[src/rtl/slack_update.sv]
// Slack update for the ADMM solver: clamps u+y into z and x+g into v row by
// row, and tracks the largest per-lane slack change as the dual residual.
module slack_update #(
    parameter int STATE_DIM  = 12,
    parameter int INPUT_DIM  = 4,
    parameter int HORIZON    = 30,
    parameter int LANE_W     = 16,
    parameter int ADDR_WIDTH = 9,
    parameter int IW         = INPUT_DIM * LANE_W,
    parameter int SW         = STATE_DIM * LANE_W
) (
    input  logic                  clk,
    input  logic                  rst,
    input  logic                  start,
    input  logic [31:0]           active_horizon,
    input  logic [IW-1:0]         u_min,
    input  logic [IW-1:0]         u_max,
    input  logic [SW-1:0]         x_min,
    input  logic [SW-1:0]         x_max,
    output logic [ADDR_WIDTH-1:0] rd_addr,
    input  logic [IW-1:0]         u_q,
    input  logic [IW-1:0]         y_q,
    input  logic [IW-1:0]         z_q,
    input  logic [SW-1:0]         x_q,
    input  logic [SW-1:0]         g_q,
    input  logic [SW-1:0]         v_q,
    output logic [ADDR_WIDTH-1:0] wr_addr,
    output logic [IW-1:0]         z_data_in,
    output logic                  z_wren,
    output logic [SW-1:0]         v_data_in,
    output logic                  v_wren,
    output logic [LANE_W-1:0]     dual_res_u,
    output logic [LANE_W-1:0]     dual_res_x,
    output logic                  busy,
    output logic                  done
);

    typedef enum logic [2:0] {
        IDLE, Z_PHASE, V_PHASE, FINISH, DONE_ST
    } state_t;

    state_t state, state_nx;

    logic [31:0]           heff, heff_in;
    logic [ADDR_WIDTH-1:0] k;
    logic [1:0]            cyc;
    logic [LANE_W-1:0]     acc_u, acc_x;
    logic [LANE_W-1:0]     max_u, max_x, du, dx;
    logic [IW-1:0]         z_new;
    logic [SW-1:0]         v_new;
    logic                  launch, z_last, v_last, row_end;

    // Sum in LANE_W+1 bits so the bound compare sees the true value, no wrap.
    function automatic logic [LANE_W-1:0] clamp(
        input logic [LANE_W-1:0] a, b, lo, hi
    );
        logic [LANE_W:0] s;
        s = {a[LANE_W-1], a} + {b[LANE_W-1], b};
        if ($signed(s) > $signed({hi[LANE_W-1], hi}))
            clamp = hi;
        else if ($signed(s) < $signed({lo[LANE_W-1], lo}))
            clamp = lo;
        else
            clamp = s[LANE_W-1:0];
    endfunction

    function automatic logic [LANE_W-1:0] absdiff(
        input logic [LANE_W-1:0] n, o
    );
        logic [LANE_W:0] d, m;
        d = {n[LANE_W-1], n} - {o[LANE_W-1], o};
        m = d[LANE_W] ? (~d + 1'b1) : d;
        absdiff = m[LANE_W] ? '1 : m[LANE_W-1:0];
    endfunction

    assign heff_in = (active_horizon > 32'(HORIZON)) ?
                     32'(HORIZON) : active_horizon;
    assign launch  = (state == IDLE) && start && !busy;
    assign z_last  = (32'(k) + 32'd2 == heff);
    assign v_last  = (32'(k) + 32'd1 == heff);
    assign row_end = (cyc == 2'd3) &&
                     ((state == Z_PHASE) ? z_last : v_last);

    always_comb begin
        z_new = '0;
        v_new = '0;
        max_u = acc_u;
        max_x = acc_x;
        du    = '0;
        dx    = '0;
        for (int i = 0; i < INPUT_DIM; i++) begin
            z_new[i*LANE_W +: LANE_W] = clamp(
                u_q[i*LANE_W +: LANE_W], y_q[i*LANE_W +: LANE_W],
                u_min[i*LANE_W +: LANE_W], u_max[i*LANE_W +: LANE_W]);
            du = absdiff(z_new[i*LANE_W +: LANE_W], z_q[i*LANE_W +: LANE_W]);
            if (du > max_u) max_u = du;
        end
        for (int i = 0; i < STATE_DIM; i++) begin
            v_new[i*LANE_W +: LANE_W] = clamp(
                x_q[i*LANE_W +: LANE_W], g_q[i*LANE_W +: LANE_W],
                x_min[i*LANE_W +: LANE_W], x_max[i*LANE_W +: LANE_W]);
            dx = absdiff(v_new[i*LANE_W +: LANE_W], v_q[i*LANE_W +: LANE_W]);
            if (dx > max_x) max_x = dx;
        end
    end

    always_comb begin
        state_nx = state;
        unique case (state)
            IDLE: begin
                if (launch) begin
                    if (heff_in >= 32'd2)      state_nx = Z_PHASE;
                    else if (heff_in == 32'd1) state_nx = V_PHASE;
                    else                       state_nx = FINISH;
                end
            end
            Z_PHASE: if (row_end) state_nx = V_PHASE;
            V_PHASE: if (row_end) state_nx = FINISH;
            FINISH:  state_nx = DONE_ST;
            DONE_ST: if (!start) state_nx = IDLE;
            default: state_nx = IDLE;
        endcase
    end

    always_ff @(posedge clk or posedge rst) begin
        if (rst) state <= IDLE;
        else     state <= state_nx;
    end

    // Row timing: c0 address out, c1 RAM latency, c2 data in, c3 write pulse.
    always_ff @(posedge clk or posedge rst) begin
        if (rst) begin
            heff       <= '0;
            k          <= '0;
            cyc        <= '0;
            acc_u      <= '0;
            acc_x      <= '0;
            rd_addr    <= '0;
            wr_addr    <= '0;
            z_data_in  <= '0;
            v_data_in  <= '0;
            z_wren     <= 1'b0;
            v_wren     <= 1'b0;
            dual_res_u <= '0;
            dual_res_x <= '0;
            busy       <= 1'b0;
            done       <= 1'b0;
        end else begin
            z_wren <= 1'b0;
            v_wren <= 1'b0;
            case (state)
                IDLE: begin
                    if (launch) begin
                        heff    <= heff_in;
                        acc_u   <= '0;
                        acc_x   <= '0;
                        busy    <= 1'b1;
                        k       <= '0;
                        cyc     <= '0;
                        rd_addr <= '0;
                    end
                end
                Z_PHASE, V_PHASE: begin
                    cyc <= cyc + 2'd1;
                    if (cyc == 2'd2) begin
                        wr_addr <= k;
                        if (state == Z_PHASE) begin
                            z_data_in <= z_new;
                            z_wren    <= 1'b1;
                            acc_u     <= max_u;
                        end else begin
                            v_data_in <= v_new;
                            v_wren    <= 1'b1;
                            acc_x     <= max_x;
                        end
                    end
                    if (cyc == 2'd3) begin
                        k       <= row_end ? '0 : k + 1'b1;
                        rd_addr <= row_end ? '0 : k + 1'b1;
                    end
                end
                FINISH: begin
                    dual_res_u <= acc_u;
                    dual_res_x <= acc_x;
                    busy       <= 1'b0;
                    done       <= 1'b1;
                end
                DONE_ST: if (!start) done <= 1'b0;
                default: ;
            endcase
        end
    end

endmodule

[config.mk]
export PLATFORM = sky130hd
export DESIGN_NAME = slack_update
export DESIGN_NICKNAME = d
export VERILOG_FILES = /design/src/rtl/slack_update.sv
export SDC_FILE = /design/constraint.sdc
export NUM_CORES = 2
export LEC_CHECK = 0
export ABC_CLOCK_PERIOD_IN_PS = 39200
export CAP_MARGIN = 25
export CORE_AREA = 3 3 635 637
export CTS_BUF_LIST = sky130_fd_sc_hd__clkbuf_4 sky130_fd_sc_hd__clkbuf_8
export CTS_CLUSTER_SIZE = 30
export DETAILED_ROUTE_END_ITERATION = 8
export DIE_AREA = 0 0 638 640
export SYNTH_ARGS = -nofsm -noshare
export SYNTH_HDL_FRONTEND = slang
export SYNTH_SLANG_ARGS = --single-unit
[constraint.sdc]
create_clock -name clk -period 39.2 [get_ports clk]
set_input_delay 11.76 -clock clk [delete_from_list [all_inputs] [get_ports clk]]
set_output_delay 11.76 -clock clk [all_outputs]
set_load 0.02 [all_outputs]
==> out/qor.txt <==
Status = finished, violations left
Failing checks = setup timing
Synthesis Warnings = 0
CP max stage delay = 0.42 ns
Post-Route WL = 433000 um
Xor/xnor share of the synthesized area = 0.0720
Die Width = 638 um
Final setup viols = 16
Routed WL per cell = 24.8 um
Drt initial violations = 5481
Post-Synth Simple-Gate Area = 0.173
Layout net count = 14669
Worst clock skew = 0.110 ns
Final worst-path cycle share = 1.08
Final hold violation count = 0
Row count = 232
Number of I/O port buffers = 1624
Ports = 1625
Post-layout minimum cycle time = 42.27 ns
Layout area overhead = 52.9%
Fraction of layout cells with a size suffix above 1 = 0.178
CTS tree = built
Max Cap Viol = 0
Maximum number of pins on one net before global-route repair = 78
Min Hold Slack = 0.477 ns
Via Count = 78645
Die area = 408000 um^2
Worst Tran Pin Value = 1.09 ns
RSZ-0062 raised after global routing = yes
Post-Synthesis Net Count = 11864
Number of CTS-inserted buffers = 97
Mux cell area share after synthesis = 0.0698
Die Ht = 640 um
CP Data Required Time = 40.02 ns
CP max stage cell = a2111o_1
Synth Area in Adders = 0.243
Critical path class = in2reg
Worst skew pair latency = 0.95 ns
Count of pins over their slew limit = 0
GRT Total Usage = 0.202
EDFF count, synth = 0
Clk root buf = clkbuf_8
Worst hold path class = reg2reg
CP Capture Type = register
Antenna Nets Post-Route = 0
Syn avg cell area = 7.54 um^2
H-tree levels = 3
Post-Synthesis Cells = 9217
Drt drc = 0
Async S/R FF share, synth = 1.00
Max-slew headroom = 0.270
Largest family of logic cells by synthesized area = adder cells
DP HPWL = 387000 um
GP Congestion = 0.999
Initial antenna violation count = 275
First-pass GRT wire length = 581000 um
Cts hold-fix bufs = 0
Synth unique cells = 114
Sink Count = 379
Worst-path fanout max = 11
Dominant synthesized flop cell = dfrtp_1
Post-synthesis compound-gate area fraction = 0.228
Vias per inst = 4.50
Initial Utilization = 0.174
First-pass DRT Iterations = 5
Startpoint types = input pin
Post-synthesis sequential area ratio = 0.136
CTS clk-pin slew, worst paths = 0.06 ns
Vias in the first global route = 75107
Crit path arrival time = 43.09 ns
Critical Path Most Common Cell = a21oi_2
Max clock buf depth = 4
Fmax = 23.7 MHz
Post-route setup slack = -3.07 ns
Mapped cell area = 69500 um^2
#FFs+latches synth = 379
GRT overflow = 0
Core area = 399000 um^2
-- cell usage in the layout, fill, tap and decap left out, drive strengths merged, types with 251 or more instances in the layout --
| master | Yosys | routed |
|---|---|---|
| nor2 | 774 | 775 |
| xnor2 | 334 | 334 |
| o21ai | 565 | 566 |
| ha | 1300 | 1300 |
| a21oi | 980 | 980 |
| nand2 | 621 | 621 |
| mux2 | 251 | 251 |
| clkdlybuf4s50 | 0 | 1616 |
| a21o | 316 | 316 |
| dfrtp | 379 | 379 |
| inv | 1179 | 1181 |
| buf | 34 | 1335 |
-- worst paths after layout --
path / startpoint / to / slack, ns / depth (start not counted)
worst min register to register: z_data_in[16]$_DFFE_PP0P_ / z_data_in[16]$_DFFE_PP0P_ / 0.48 / 2
max in group asynchronous: rst / cyc[1]$_DFFE_PP0P_ / 24.25 / 7
worst max register to register: acc_x[5]$_DFFE_PP0P_ / acc_x[3]$_DFFE_PP0P_ / 13.07 / 166
worst max-delay path: x_q[0] / acc_x[3]$_DFFE_PP0P_ / -3.07 / 204
min in group asynchronous: rst / z_data_in[21]$_DFFE_PP0P_ / 11.33 / 2
worst min-delay path: z_data_in[16]$_DFFE_PP0P_ / z_data_in[16]$_DFFE_PP0P_ / 0.48 / 2
-- worst max-delay path: cells and delay by family --
family                   cells  cell delay, ns
AO/OA/AOI/OAI               98           15.33
AND/OR/NAND/NOR             56            6.87
adder cells (fa/ha/maj)     16            4.20
buffers and inverters       27            3.18
multiplexers                 6            1.50
XOR/XNOR                     1            0.16
-- area by class of cell --
cell class	instances	area, um^2
sequential	379	9480
inverter	1179	4450
tap	5265	6590
fill	43309	292000
multi-input combinational	7410	56800
timing repair buffer	2955	26700
clock inverter	33	344
clock buffer	138	1800
antenna	100	250
-- state kept, by name, summed over array words and instances (netlist names) --
register and count:
acc_u 16, acc_x 16, busy 1, cyc 2, done 1, dual_res_u 16, dual_res_x 16, heff 32
k 9, state 3, v_data_in 192, v_wren 1, wr_addr 9, z_data_in 64, z_wren 1
-- logic make-up (layout without fill, tap and decap cells) --
family                   Yosys count  in the layout
AO/OA/AOI/OAI                   2575           2579
XOR/XNOR                         571            571
adder cells (fa/ha/maj)         1334           1334
buffers and inverters           1434           4305
flip-flops                       379            379
multiplexers                     453            453
other                              0            100
AND/OR/NAND/NOR                 2471           2473
-- synth_stat cells (19+ instances only) --
cell type	n	share of area
a211oi_1	46	0.0050
a21boi_0	44	0.0048
a21o_1	316	0.034
a21oi_1	976	0.070
a31oi_1	67	0.0060
and2_1	71	0.0064
and3_1	32	0.0029
clkbuf_1	221	0.012
dfrtp_1	379	0.14
fa_1	32	0.0092
ha_1	1300	0.23
inv_1	1178	0.064
mux2_2	249	0.040
mux2i_1	202	0.029
nand2_1	621	0.034
nand2b_1	177	0.016
nand3_1	81	0.0058
nand4_1	144	0.013
nor2_1	773	0.042
nor2b_1	211	0.019
nor3_1	89	0.0064
nor3b_1	19	0.0021
nor4_1	47	0.0042
o211ai_1	62	0.0067
o21a_1	78	0.0084
o21ai_0	528	0.038
o21ai_1	34	0.0024
o21bai_1	179	0.019
o31ai_1	33	0.0036
or3_1	94	0.0085
or4_1	27	0.0029
xnor2_1	333	0.042
xor2_1	237	0.030
-- what timing repair did --
| item | 4_1_cts | 5_1_grt |
|---|---|---|
| gates resized for setup | 227 | 139 |
| setup endpoints to repair | 16 | 16 |
| buffers inserted | 104 | 30 |
| cloned | 8 | 2 |
| pin swaps | 160 | 96 |
| endpoints found under the hold margin | 0 | 0 |
-- metrics by stage --
stage | setup WS [ns] | utilization | area [um^2] | TNS (ns) | std cells
floorplan | -3.20 | - | 70100 | -50.29 | 9217
global placement | -4.95 | 0.254 | 101000 | -78.53 | 17040
detailed placement | -5.55 | 0.254 | 101000 | -87.72 | 17045
CTS | -2.46 | 0.264 | 105000 | -38.50 | 17327
global route | -4.95 | 0.267 | 106000 | -78.70 | 17420
finish | -3.07 | 0.267 | 106000 | -48.27 | 17459
-- routing by layer --
metal / vias to the layer above / routed length (um) / GRT usage
met1: 37001 / 183000 / 0.253
li1: 38024 / - / -
met3: 741 / 38800 / 0.0625
met4: 154 / 19100 / 0.0781
met2: 2725 / 190000 / 0.322
met5: - / 1000 / 0
Power is not shown: default switching activity piles up to over one toggle a cycle in this logic, so the estimate is an artifact.
